--- config.mk ---
export PLATFORM = sky130hd
export DESIGN_NAME = mem_responder_flat
export DESIGN_NICKNAME = d
export VERILOG_FILES = /design/src/rtl/mem_responder_pkg.sv /design/src/rtl/mem_responder_if.sv /design/src/rtl/mem_responder_page_table.sv /design/src/rtl/mem_responder.sv /design/src/flat_wrapper.sv
export SDC_FILE = /design/constraint.sdc
export NUM_CORES = 1
export LEC_CHECK = 0
export ABC_AREA = 1
export CORE_MARGIN = 1.5
export CORE_UTILIZATION = 38
export DETAILED_ROUTE_END_ITERATION = 7
export PLACE_DENSITY = 0.66
export SLEW_MARGIN = 20
export SYNTH_ARGS = -nofsm -noshare
export SYNTH_HDL_FRONTEND = slang
export SYNTH_SLANG_ARGS = --single-unit
--- constraint.sdc ---
create_clock -name clk -period 10.55 [get_ports clk]
set_clock_uncertainty 0.15 [all_clocks]
set_input_delay 2.11 -clock clk [delete_from_list [all_inputs] [get_ports clk]]
set_output_delay 2.11 -clock clk [all_outputs]
set_load 0.01 [all_outputs]
--- src/rtl/mem_responder_pkg.sv ---
// Shared types and constants for the memory responder: FSM state encoding,
// virtual address split and page-table entry layout helpers.
package mem_pkg;

    typedef enum logic [2:0] {
        IDLE  = 3'd0,
        XLATE = 3'd1,
        BYTE0 = 3'd2,
        BYTE1 = 3'd3,
        DONE  = 3'd4,
        FAULT = 3'd5
    } state_t;

    // Virtual address = {vpn[3:0], offset[11:0]}
    localparam int VPN_W  = 4;
    localparam int OFFS_W = 12;

    // Page-table entry is {valid, frame}; valid sits just above the frame field.
    function automatic int pte_frame_w(input int phys_aw);
        return phys_aw - OFFS_W;
    endfunction

    function automatic int pte_valid_pos(input int phys_aw);
        return phys_aw - OFFS_W;
    endfunction

endpackage

--- src/rtl/mem_responder_if.sv ---
// CPU bus, page-table write port and external SRAM pins of the responder.
// master = CPU/board side, slave = the responder.
interface mem_responder_if #(
    parameter int PHYS_AW = 20
);
    // CPU access port
    logic [15:0]          ram_addr;
    logic [15:0]          ram_wdata;
    logic                 we;
    logic                 re;
    logic                 be;
    logic                 paging_en;
    logic [15:0]          ram_rdata;
    logic                 cont;
    logic                 page_fault;
    // Page-table write port
    logic                 pt_we;
    logic [3:0]           pt_idx;
    logic [PHYS_AW-12:0]  pt_data;
    // External 8-bit SRAM
    logic [PHYS_AW-1:0]   sram_addr;
    logic [7:0]           sram_dout;
    logic [7:0]           sram_din;
    logic                 sram_ce;
    logic                 sram_we;
    logic                 sram_oe;

    modport master (
        output ram_addr, ram_wdata, we, re, be, paging_en,
        input  ram_rdata, cont, page_fault,
        output pt_we, pt_idx, pt_data,
        input  sram_addr, sram_dout, sram_ce, sram_we, sram_oe,
        output sram_din
    );

    modport slave (
        input  ram_addr, ram_wdata, we, re, be, paging_en,
        output ram_rdata, cont, page_fault,
        input  pt_we, pt_idx, pt_data,
        output sram_addr, sram_dout, sram_ce, sram_we, sram_oe,
        input  sram_din
    );
endinterface

--- src/rtl/mem_responder_page_table.sv ---
// 16-entry page table: valid bits with async reset, frame numbers without
// reset (meaningless while invalid). One write port, one combinational read.
module page_table
    import mem_pkg::*;
#(
    parameter int PHYS_AW    = 20,
    parameter int PT_ENTRIES = 16
) (
    input  logic                     clk,
    input  logic                     reset,
    input  logic                     i_pt_we,
    input  logic [VPN_W-1:0]         i_pt_idx,
    input  logic [PHYS_AW-OFFS_W:0]  i_pt_data,
    input  logic [VPN_W-1:0]         i_vpn,
    output logic                     o_valid,
    output logic [PHYS_AW-OFFS_W-1:0] o_frame
);
    localparam int FRAME_W = pte_frame_w(PHYS_AW);
    localparam int VALID_B = pte_valid_pos(PHYS_AW);

    logic [PT_ENTRIES-1:0] r_valid;
    logic [FRAME_W-1:0]    r_frame [PT_ENTRIES];

    // Valid bits: cleared by reset, updated by an entry write
    always_ff @(posedge clk or posedge reset) begin
        if (reset) begin
            r_valid <= '0;
        end else if (i_pt_we) begin
            r_valid[i_pt_idx] <= i_pt_data[VALID_B];
        end
    end

    // Frame numbers: plain register file, no reset needed
    always_ff @(posedge clk) begin
        if (i_pt_we) begin
            r_frame[i_pt_idx] <= i_pt_data[FRAME_W-1:0];
        end
    end

    // Combinational lookup: a write on the same edge is not yet visible
    assign o_valid = r_valid[i_vpn];
    assign o_frame = r_frame[i_vpn];

endmodule

--- src/rtl/mem_responder.sv ---
// Memory-side responder: latches a CPU request, translates it through the
// page table, runs one or two timed 8-bit SRAM phases and answers with
// cont (done) or page_fault (dropped).
module mem_responder
    import mem_pkg::*;
#(
    parameter int PHYS_AW     = 20,
    parameter int WAIT_CYCLES = 1,
    parameter int PT_ENTRIES  = 16
) (
    input  logic          clk,
    input  logic          reset,
    mem_responder_if.slave bus
);
    localparam int N       = WAIT_CYCLES + 1;
    localparam int CNT_W   = (N > 1) ? $clog2(N) : 1;
    localparam int FRAME_W = pte_frame_w(PHYS_AW);
    localparam logic [CNT_W-1:0] CNT_LOAD = CNT_W'(N - 1);

    state_t               r_state;
    logic [15:0]          r_addr;
    logic [15:0]          r_wdata;
    logic                 r_be;
    logic                 r_wr;
    logic                 r_pg;
    logic [PHYS_AW-1:0]   r_phys;
    logic [CNT_W-1:0]     r_cnt;
    logic [7:0]           r_lo;
    logic [15:0]          r_rdata;
    logic                 r_cont;
    logic                 r_pf;
    logic                 r_ce;
    logic                 r_we;
    logic                 r_oe;
    logic [PHYS_AW-1:0]   r_sram_addr;
    logic [7:0]           r_dout;

    logic                 w_pt_valid;
    logic [FRAME_W-1:0]   w_pt_frame;
    logic [PHYS_AW-1:0]   w_phys;
    logic                 w_fault;

    page_table #(
        .PHYS_AW    (PHYS_AW),
        .PT_ENTRIES (PT_ENTRIES)
    ) u_pt (
        .clk       (clk),
        .reset     (reset),
        .i_pt_we   (bus.pt_we),
        .i_pt_idx  (bus.pt_idx),
        .i_pt_data (bus.pt_data),
        .i_vpn     (r_addr[15:12]),
        .o_valid   (w_pt_valid),
        .o_frame   (w_pt_frame)
    );

    // Physical address and fault decision for the latched request
    always_comb begin
        w_phys  = PHYS_AW'(r_addr);
        w_fault = 1'b0;
        if (r_pg) begin
            w_phys  = {w_pt_frame, r_addr[OFFS_W-1:0]};
            w_fault = ~w_pt_valid;
        end
    end

    // Access sequencer with registered SRAM strobes and CPU responses
    always_ff @(posedge clk or posedge reset) begin
        if (reset) begin
            r_state     <= IDLE;
            r_addr      <= '0;
            r_wdata     <= '0;
            r_be        <= 1'b0;
            r_wr        <= 1'b0;
            r_pg        <= 1'b0;
            r_phys      <= '0;
            r_cnt       <= '0;
            r_lo        <= '0;
            r_rdata     <= '0;
            r_cont      <= 1'b0;
            r_pf        <= 1'b0;
            r_ce        <= 1'b0;
            r_we        <= 1'b0;
            r_oe        <= 1'b0;
            r_sram_addr <= '0;
            r_dout      <= '0;
        end else begin
            r_cont <= 1'b0;
            r_pf   <= 1'b0;
            case (r_state)
                IDLE: begin
                    if (bus.we || bus.re) begin
                        // Write wins when both are requested
                        r_wr    <= bus.we;
                        r_be    <= bus.be;
                        r_pg    <= bus.paging_en;
                        r_wdata <= bus.ram_wdata;
                        // Word accesses are always 16-bit aligned
                        r_addr  <= bus.be ? bus.ram_addr : {bus.ram_addr[15:1], 1'b0};
                        r_state <= XLATE;
                    end
                end
                XLATE: begin
                    if (w_fault) begin
                        r_pf    <= 1'b1;
                        r_state <= FAULT;
                    end else begin
                        r_phys      <= w_phys;
                        r_sram_addr <= w_phys;
                        r_dout      <= r_wdata[7:0];
                        r_ce        <= 1'b1;
                        r_we        <= r_wr;
                        r_oe        <= ~r_wr;
                        r_cnt       <= CNT_LOAD;
                        r_state     <= BYTE0;
                    end
                end
                BYTE0: begin
                    if (r_cnt == '0) begin
                        if (r_be) begin
                            r_ce    <= 1'b0;
                            r_we    <= 1'b0;
                            r_oe    <= 1'b0;
                            if (!r_wr) begin
                                r_rdata <= {8'h00, bus.sram_din};
                            end
                            r_cont  <= 1'b1;
                            r_state <= DONE;
                        end else begin
                            // Low byte done; move straight on to the high byte
                            r_lo        <= bus.sram_din;
                            r_sram_addr <= {r_phys[PHYS_AW-1:1], 1'b1};
                            r_dout      <= r_wdata[15:8];
                            r_cnt       <= CNT_LOAD;
                            r_state     <= BYTE1;
                        end
                    end else begin
                        r_cnt <= r_cnt - 1'b1;
                    end
                end
                BYTE1: begin
                    if (r_cnt == '0) begin
                        r_ce    <= 1'b0;
                        r_we    <= 1'b0;
                        r_oe    <= 1'b0;
                        if (!r_wr) begin
                            r_rdata <= {bus.sram_din, r_lo};
                        end
                        r_cont  <= 1'b1;
                        r_state <= DONE;
                    end else begin
                        r_cnt <= r_cnt - 1'b1;
                    end
                end
                // One-cycle response states; a held request is not re-taken here
                DONE:    r_state <= IDLE;
                FAULT:   r_state <= IDLE;
                default: r_state <= IDLE;
            endcase
        end
    end

    assign bus.ram_rdata  = r_rdata;
    assign bus.cont       = r_cont;
    assign bus.page_fault = r_pf;
    assign bus.sram_addr  = r_sram_addr;
    assign bus.sram_dout  = r_dout;
    assign bus.sram_ce    = r_ce;
    assign bus.sram_we    = r_we;
    assign bus.sram_oe    = r_oe;

endmodule
--- src/flat_wrapper.sv ---
// flat-port wrapper written by rule: the top's interface ports become plain ports
module mem_responder_flat import mem_pkg::*;
#(
    parameter int PHYS_AW     = 20,
    parameter int WAIT_CYCLES = 1,
    parameter int PT_ENTRIES  = 16
)
  (clk, reset, bus_ram_addr, bus_ram_wdata, bus_we, bus_re, bus_be, bus_paging_en, bus_ram_rdata, bus_cont, bus_page_fault, bus_pt_we, bus_pt_idx, bus_pt_data, bus_sram_addr, bus_sram_dout, bus_sram_ce, bus_sram_we, bus_sram_oe, bus_sram_din);
  mem_responder_if #(.PHYS_AW(PHYS_AW)) bus_i ();
  input  logic clk;
  input  logic reset;
  input wire logic [$bits(bus_i.ram_addr)-1:0] bus_ram_addr;
  input wire logic [$bits(bus_i.ram_wdata)-1:0] bus_ram_wdata;
  input wire logic [$bits(bus_i.we)-1:0] bus_we;
  input wire logic [$bits(bus_i.re)-1:0] bus_re;
  input wire logic [$bits(bus_i.be)-1:0] bus_be;
  input wire logic [$bits(bus_i.paging_en)-1:0] bus_paging_en;
  output wire logic [$bits(bus_i.ram_rdata)-1:0] bus_ram_rdata;
  output wire logic [$bits(bus_i.cont)-1:0] bus_cont;
  output wire logic [$bits(bus_i.page_fault)-1:0] bus_page_fault;
  input wire logic [$bits(bus_i.pt_we)-1:0] bus_pt_we;
  input wire logic [$bits(bus_i.pt_idx)-1:0] bus_pt_idx;
  input wire logic [$bits(bus_i.pt_data)-1:0] bus_pt_data;
  output wire logic [$bits(bus_i.sram_addr)-1:0] bus_sram_addr;
  output wire logic [$bits(bus_i.sram_dout)-1:0] bus_sram_dout;
  output wire logic [$bits(bus_i.sram_ce)-1:0] bus_sram_ce;
  output wire logic [$bits(bus_i.sram_we)-1:0] bus_sram_we;
  output wire logic [$bits(bus_i.sram_oe)-1:0] bus_sram_oe;
  input wire logic [$bits(bus_i.sram_din)-1:0] bus_sram_din;
  assign bus_i.ram_addr = bus_ram_addr;
  assign bus_i.ram_wdata = bus_ram_wdata;
  assign bus_i.we = bus_we;
  assign bus_i.re = bus_re;
  assign bus_i.be = bus_be;
  assign bus_i.paging_en = bus_paging_en;
  assign bus_ram_rdata = bus_i.ram_rdata;
  assign bus_cont = bus_i.cont;
  assign bus_page_fault = bus_i.page_fault;
  assign bus_i.pt_we = bus_pt_we;
  assign bus_i.pt_idx = bus_pt_idx;
  assign bus_i.pt_data = bus_pt_data;
  assign bus_sram_addr = bus_i.sram_addr;
  assign bus_sram_dout = bus_i.sram_dout;
  assign bus_sram_ce = bus_i.sram_ce;
  assign bus_sram_we = bus_i.sram_we;
  assign bus_sram_oe = bus_i.sram_oe;
  assign bus_i.sram_din = bus_sram_din;
  mem_responder #(.PHYS_AW(PHYS_AW), .WAIT_CYCLES(WAIT_CYCLES), .PT_ENTRIES(PT_ENTRIES)) u_core (.clk(clk), .reset(reset), .bus(bus_i));
endmodule
Word level (Yosys, flattened, before mapping)
Memory sizes are Yosys's and may differ from the RTL's.
Index checks and enable logic that the tools add are counted.
- flip-flop bits (word level): 132
- memory bits (writable): 128
- bits of input ports: 60
- output and inout bits: 49
- word-level logic and storage cells: 102
- memories: 1
- memory list (memory ; words ; width ; rd ports ; clocked after Yosys merged registers in ; write ports ; RTL line ; RTL):
    u_core.u_pt.r_frame ; 16 ; 8 ; 1 ; 0 ; 1 ; mem_responder_page_table.sv:22 ; logic [FRAME_W-1:0] r_frame [PT_ENTRIES];
- $add $sub $neg: 1
- $lt $le $gt $ge: 3
- equality and inequality tests: 11
- multiplexer cells: 49
- bitwise operators: 5
- reductions and logical operators: 14
- operators by type and width (kind ; count):
    16-bit two-way mux ; 5
    20-bit two-way mux ; 4
    20-bit case mux with 2 select lines ; 1
    16-bit case mux with 2 select lines ; 1
    8-bit two-way mux ; 3
    1-bit two-way mux ; 20
    16-bit bitwise mux ; 1
    8-bit case mux with 2 select lines ; 1
    3-bit two-way mux ; 5
    2-bit != test, second input constant ; 6
    1-bit case mux with 3 select lines ; 4
    3-bit case mux with 4 select lines ; 1
    4-bit by 5-bit less-than comparator with 1-bit output, second input constant ; 2
    3-bit by 2-bit == test with 1-bit output, second input constant ; 2
    2-bit AND reduction ; 3
    3-bit AND reduction ; 2
    6-bit AND reduction ; 1
    1-bit NOT ; 5
    5-bit AND reduction ; 1
    1-bit binary-select mux with 4-bit select ; 1
    1-bit demux with 4-bit select ; 1
    4-bit by 1-bit >= comparator with 1-bit output, second input constant ; 1
    2-bit by 1-bit != test with 1-bit output, second input constant ; 2
    4-bit AND reduction ; 1
    8 further kinds ; 9

Longest topological paths before layout
- depth after elaboration: 6
- mapped depth: 13
- gate-level depth less buffers: 11

Hierarchy
A second synthesis with hierarchy kept.
- cell total of the unflattened synthesis: 1255
- area total of the unflattened synthesis: 11434.7 µm²
- modules (own cells, without submodules) (module ; times used ; cells each ; area each (µm²) ; sequential area each (µm²)):
    page_table ; 1 ; 654 ; 6461.2 ; 4244.1
    mem_responder ; 1 ; 601 ; 4973.5 ; 2877.8

Least setup slack after synthesis
Ideal clock, no wire load.
- path type: in2reg
- from: input bus_pt_idx[1]
- to: memory u_core.u_pt.r_frame[1][0] in the netlist's numbering, enable pin
- setup time: 0.387 ns
- arrival time: 3.012 ns
- required time: 10.013 ns
- path slack: 7.001 ns
- cell stages on the path: 2
- buffers on the path: 1
- cell sequence: clkbuf_1 nor3_1
- RTL lines (what ; RTL line ; RTL):
    start, declared ; flat_wrapper.sv:22 ; input wire logic [$bits(bus_i.pt_idx)-1:0] bus_pt_idx;
    end, declared ; mem_responder_page_table.sv:22 ;
No word-level cell before the write port.

Worst setup path in the final report
- from: register u_core.r_addr[14]
- to: register u_core.r_sram_addr[13], in the netlist u_core.bus.sram_addr[13]
- word-level cells in the longest chain between the ends: 6
- elaborated cells on any way between the ends: 10
- classes of those cells: 1 x eq/ne; 6 x mux; 1 x bitwise; 1 x reduce/logical; 1 x memory
- RTL lines (what ; RTL line ; RTL):
    start, declared ; mem_responder.sv:21 ; logic [15:0] r_addr;
    start signal, assigned ; mem_responder.sv:99 ; r_addr <= bus.be ? bus.ram_addr : {bus.ram_addr[15:1], 1'b0};
    1-bit binary-select mux with 4-bit select ; mem_responder_page_table.sv:41 ; assign o_valid = r_valid[i_vpn];
    1-bit two-way mux (implied by the code) ; mem_responder_page_table.sv:41 ;
    1-bit NOT ; mem_responder.sv:63 ; w_fault = ~w_pt_valid;
    1-bit two-way mux ; mem_responder.sv:61 ; if (r_pg) begin
    2-bit != test (no line) ; -- ;
    4-bit AND reduction (no line) ; -- ;
    end signal, assigned ; mem_responder.sv:109 ; r_sram_addr <= w_phys;
    end signal, assigned ; mem_responder.sv:132 ; r_sram_addr <= {r_phys[PHYS_AW-1:1], 1'b1};
    end, declared ; mem_responder.sv:35 ; logic [PHYS_AW-1:0] r_sram_addr;
Several ways; a longest one is shown, not always the timed one. The select of a mux whose other input is x is not followed.
A chain may end at the register's enable or synchronous reset.

==> impl_metrics.ini <==
[setup_path]
cp_common_cell = nand2_1
cp_cell_sequence = inv_1, nand3_1, nand2_1, nand2_1, nand3_1, buf_4, nand2_1, clkinv_1, nand2_1, nand2_1
cp.arrival_ps = 4190
ff2ff_setup_slack_ps = 6620
cp-start-kind = flop
cpPeakStageDelay_ps = 900
path_class = reg -> reg
cp_max_fo = 38
worstSetupEndpointType = flop
crit_required_ps = 10800
cp_slowest_cell = dfrtp_1

[logic_synthesis]
synth.distinct_cells = 26
syn_area_um2 = 10800
avgSynthCellArea_um2 = 9.87
ys_ff_latch = 259
ys_warn_count = 0
synth_fa_ha_area_share_pct = 0
synth_cells = 1091
synthXorXnorAreaFrac_pct = 0
synth_nets = 1151
synth_top_family_by_area = simple AND/OR/NAND/NOR gates
seq_area_frac_synth_pct = 66.1
synth-simple-area-share_pct = 20.7
synth-compound-area-share_pct = 7.04
muxShareOfSynthArea_pct = 0.837

[clock_tree]
cts_tree = built
cts.sinks = 259
cts_resized = 0
clkLatencyLatePin_ps = 520
cts_buffers = 26
cts_hold_buf = 0
cts_setup_buffers = 0
cts-root-buf = clkbuf_16
cts_buffer_depth = 3
cts_max_level = 1
clkTransAtPathRegs_ps = 60

[timing]
max_freq_mhz = 254
period_share_pct = 37.3
rsz0062_at_grt = no
setup_viol = 0
final_hold_viol_count = 0
tightestPinTransition_ps = 1050
fin_crit_ps = 3930
worst_slack_ps = 6620
relSlewSlack_pct = 29.8
maxSlewViolCount = 0
setup_tns_ps = 0

[routing]
drc_errors = 0
dr.pass1.iters = 7
routed_wl_um = 25200
vias = 7770
ant_nets = 0
drt_first_iter_violations = 803
vias_per_cell = 4.91
wl_per_cell_um = 16.0

[floorplan]
initial_core_util_pct = 38.7
dieWidth_um = 171
fp.dieH_um = 171
rows = 61
core_um2 = 27900
pin_count = 109
dieArea_um2 = 29400

[power_and_ir_drop]
p_leak_nw = 5.39
seqPwrFrac_pct = 40.0
combPwrFrac_pct = 35.1
switching_share_pct = 36.5
p_per_area_nw_per_um2 = 276
p_sw_mw = 1.30
intPower_mw = 2.27
p_clk_share_pct = 25.0
ir_drop_mv = 0.152

[placement]
placed_area_um2 = 12100
hpwl_um = 15500
place_ws_ps = 6250
place_congestion = 0.756
io_buffers = 108
placed_cells = 1533

[final_layout]
fin_nets = 1243
area_delta_synth_final_pct = 20.2
final_cells = 1581
final_cell_area_um2 = 12900
diodes = 0
drive_above_1_share_pct = 5.65
nFillCells = 2614

[status]
run_status = finished, final reports clean

[global_routing]
overflow = 0
grt_pass1_vias = 7540
grt.total_usage_pct = 17.8
antenna_found_initial = 0
grt_first_pass_wirelength_um = 41000
grt_max_degree = 79

[hold_path]
hold_path.class = reg -> reg

[run]
drv_cap = 0
==> layout make-up <==
cell class	count	area, um^2	area share [%]
clock buffers	44	810	6.25
clock inverters	4	17.5	0.135
inverters	69	264	2.04
multi-input cells	707	3080	23.8
flip-flops and latches	259	7120	55.0
well taps	378	473	3.65
repair buffers	120	1170	9.05
==> power groups by stage <==
stage	logic (mW)	clock network, mW	registers [mW]
finish	1.25	0.891	1.43
global route	1.44	0.949	1.45
CTS	1.26	0.908	1.43
detailed placement	1.26	0	1.45
global placement	1.23	0	1.44
floorplan	0.855	0	1.43
==> cells in the final DEF (no fill, tap or decap) <==
| master | n |
|---|---|
| a211oi_1 | 1 |
| a21oi_1 | 4 |
| a31oi_1 | 8 |
| buf_4 | 12 |
| clkbuf_1 | 10 |
| clkbuf_16 | 27 |
| clkbuf_8 | 7 |
| clkdlybuf4s50_1 | 108 |
| clkinv_1 | 4 |
| clkinv_2 | 2 |
| dfrtp_1 | 130 |
| dfrtp_2 | 1 |
| edfxtp_1 | 128 |
| inv_1 | 64 |
| inv_2 | 2 |
| inv_6 | 1 |
| mux2_2 | 8 |
| nand2_1 | 361 |
| nand2_2 | 3 |
| nand3_1 | 90 |
| nand4_1 | 2 |
| nor2_1 | 91 |
| nor2_4 | 1 |
| nor3_1 | 2 |
| nor3_2 | 3 |
| o211ai_1 | 8 |
| o21ai_0 | 108 |
| o21ai_1 | 16 |
| or2_2 | 1 |
==> Yosys cell counts (all sizes together) <==
cell / count / share of area [%]
a211oi: 1 / 0.070
nor3: 5 / 0.28
o21ai: 124 / 5.8
nand3: 90 / 4.2
clkinv: 1 / 0.035
nand2: 364 / 13
o211ai: 8 / 0.56
edfxtp: 128 / 36
or2: 1 / 0.058
a31oi: 8 / 0.46
a21oi: 4 / 0.19
mux2: 8 / 0.84
dfrtp: 131 / 30
inv: 68 / 2.4
clkbuf: 21 / 0.73
nor2: 92 / 3.3
buf: 35 / 2.2
nand4: 2 / 0.12
==> sequential cells by signal, indices dropped and copies added (netlist names), 3 cells and up <==
name / cells
u_core.u_pt.r_frame: 128
u_core.bus.sram_addr: 20
u_core.r_phys: 19
u_core.bus.ram_rdata: 16
u_core.r_addr: 16
u_core.r_wdata: 16
u_core.u_pt.r_valid: 16
u_core.bus.sram_dout: 8
u_core.r_lo: 8
u_core.r_state: 3
==> critical path, delay by kind of cell, from the launching register on <==
kind	cells	cell delay (ps)
and+or+nand+nor	7	1040
buffers and inverters	3	1690
DFF	1	900
==> routing by layer <==
| layer | global-route usage [%] | wire length, um | share of wire [%] |
|---|---|---|---|
| met1 | 25.6 | 11600 | 46 |
| met2 | 27.4 | 11300 | 45 |
| met3 | 3.15 | 1670 | 6.6 |
| met4 | 5.07 | 662 | 2.6 |
| met5 | 0 | 0 | 0 |
==> logic make-up (layout without fill, tap and decap cells) <==
kind of cell | after synthesis | after routing
simple gates | 554 | 554
buf+inv | 125 | 237
flops | 259 | 259
mux | 8 | 8
compound gates | 145 | 145
==> worst paths after layout <==
path / startpoint / depth (start not counted) / end
worst min-delay path: u_core.bus.sram_dout[4]$_DFFE_PP0P_ / 2 / u_core.bus.sram_dout[4]$_DFFE_PP0P_
max in group asynchronous: reset / 3 / u_core.r_addr[12]$_DFFE_PP0P_
min in group asynchronous: reset / 2 / u_core.r_phys[3]$_DFFE_PP0P_
worst min register to register: u_core.bus.sram_dout[4]$_DFFE_PP0P_ / 2 / u_core.bus.sram_dout[4]$_DFFE_PP0P_
worst max register to register: u_core.r_addr[14]$_DFFE_PP0P_ / 10 / u_core.bus.sram_addr[13]$_DFFE_PP0P_
worst max-delay path: u_core.r_addr[14]$_DFFE_PP0P_ / 10 / u_core.bus.sram_addr[13]$_DFFE_PP0P_
==> metrics by stage <==
stage	total power [mW]	hold WS, ps	util (%)
floorplan	2.29	298	-
global placement	2.67	305	43.5
detailed placement	2.71	314	43.5
CTS	3.60	328	46.5
global route	3.84	347	46.5
finish	3.57	322	46.5
Power figures use the tool's default switching activity.
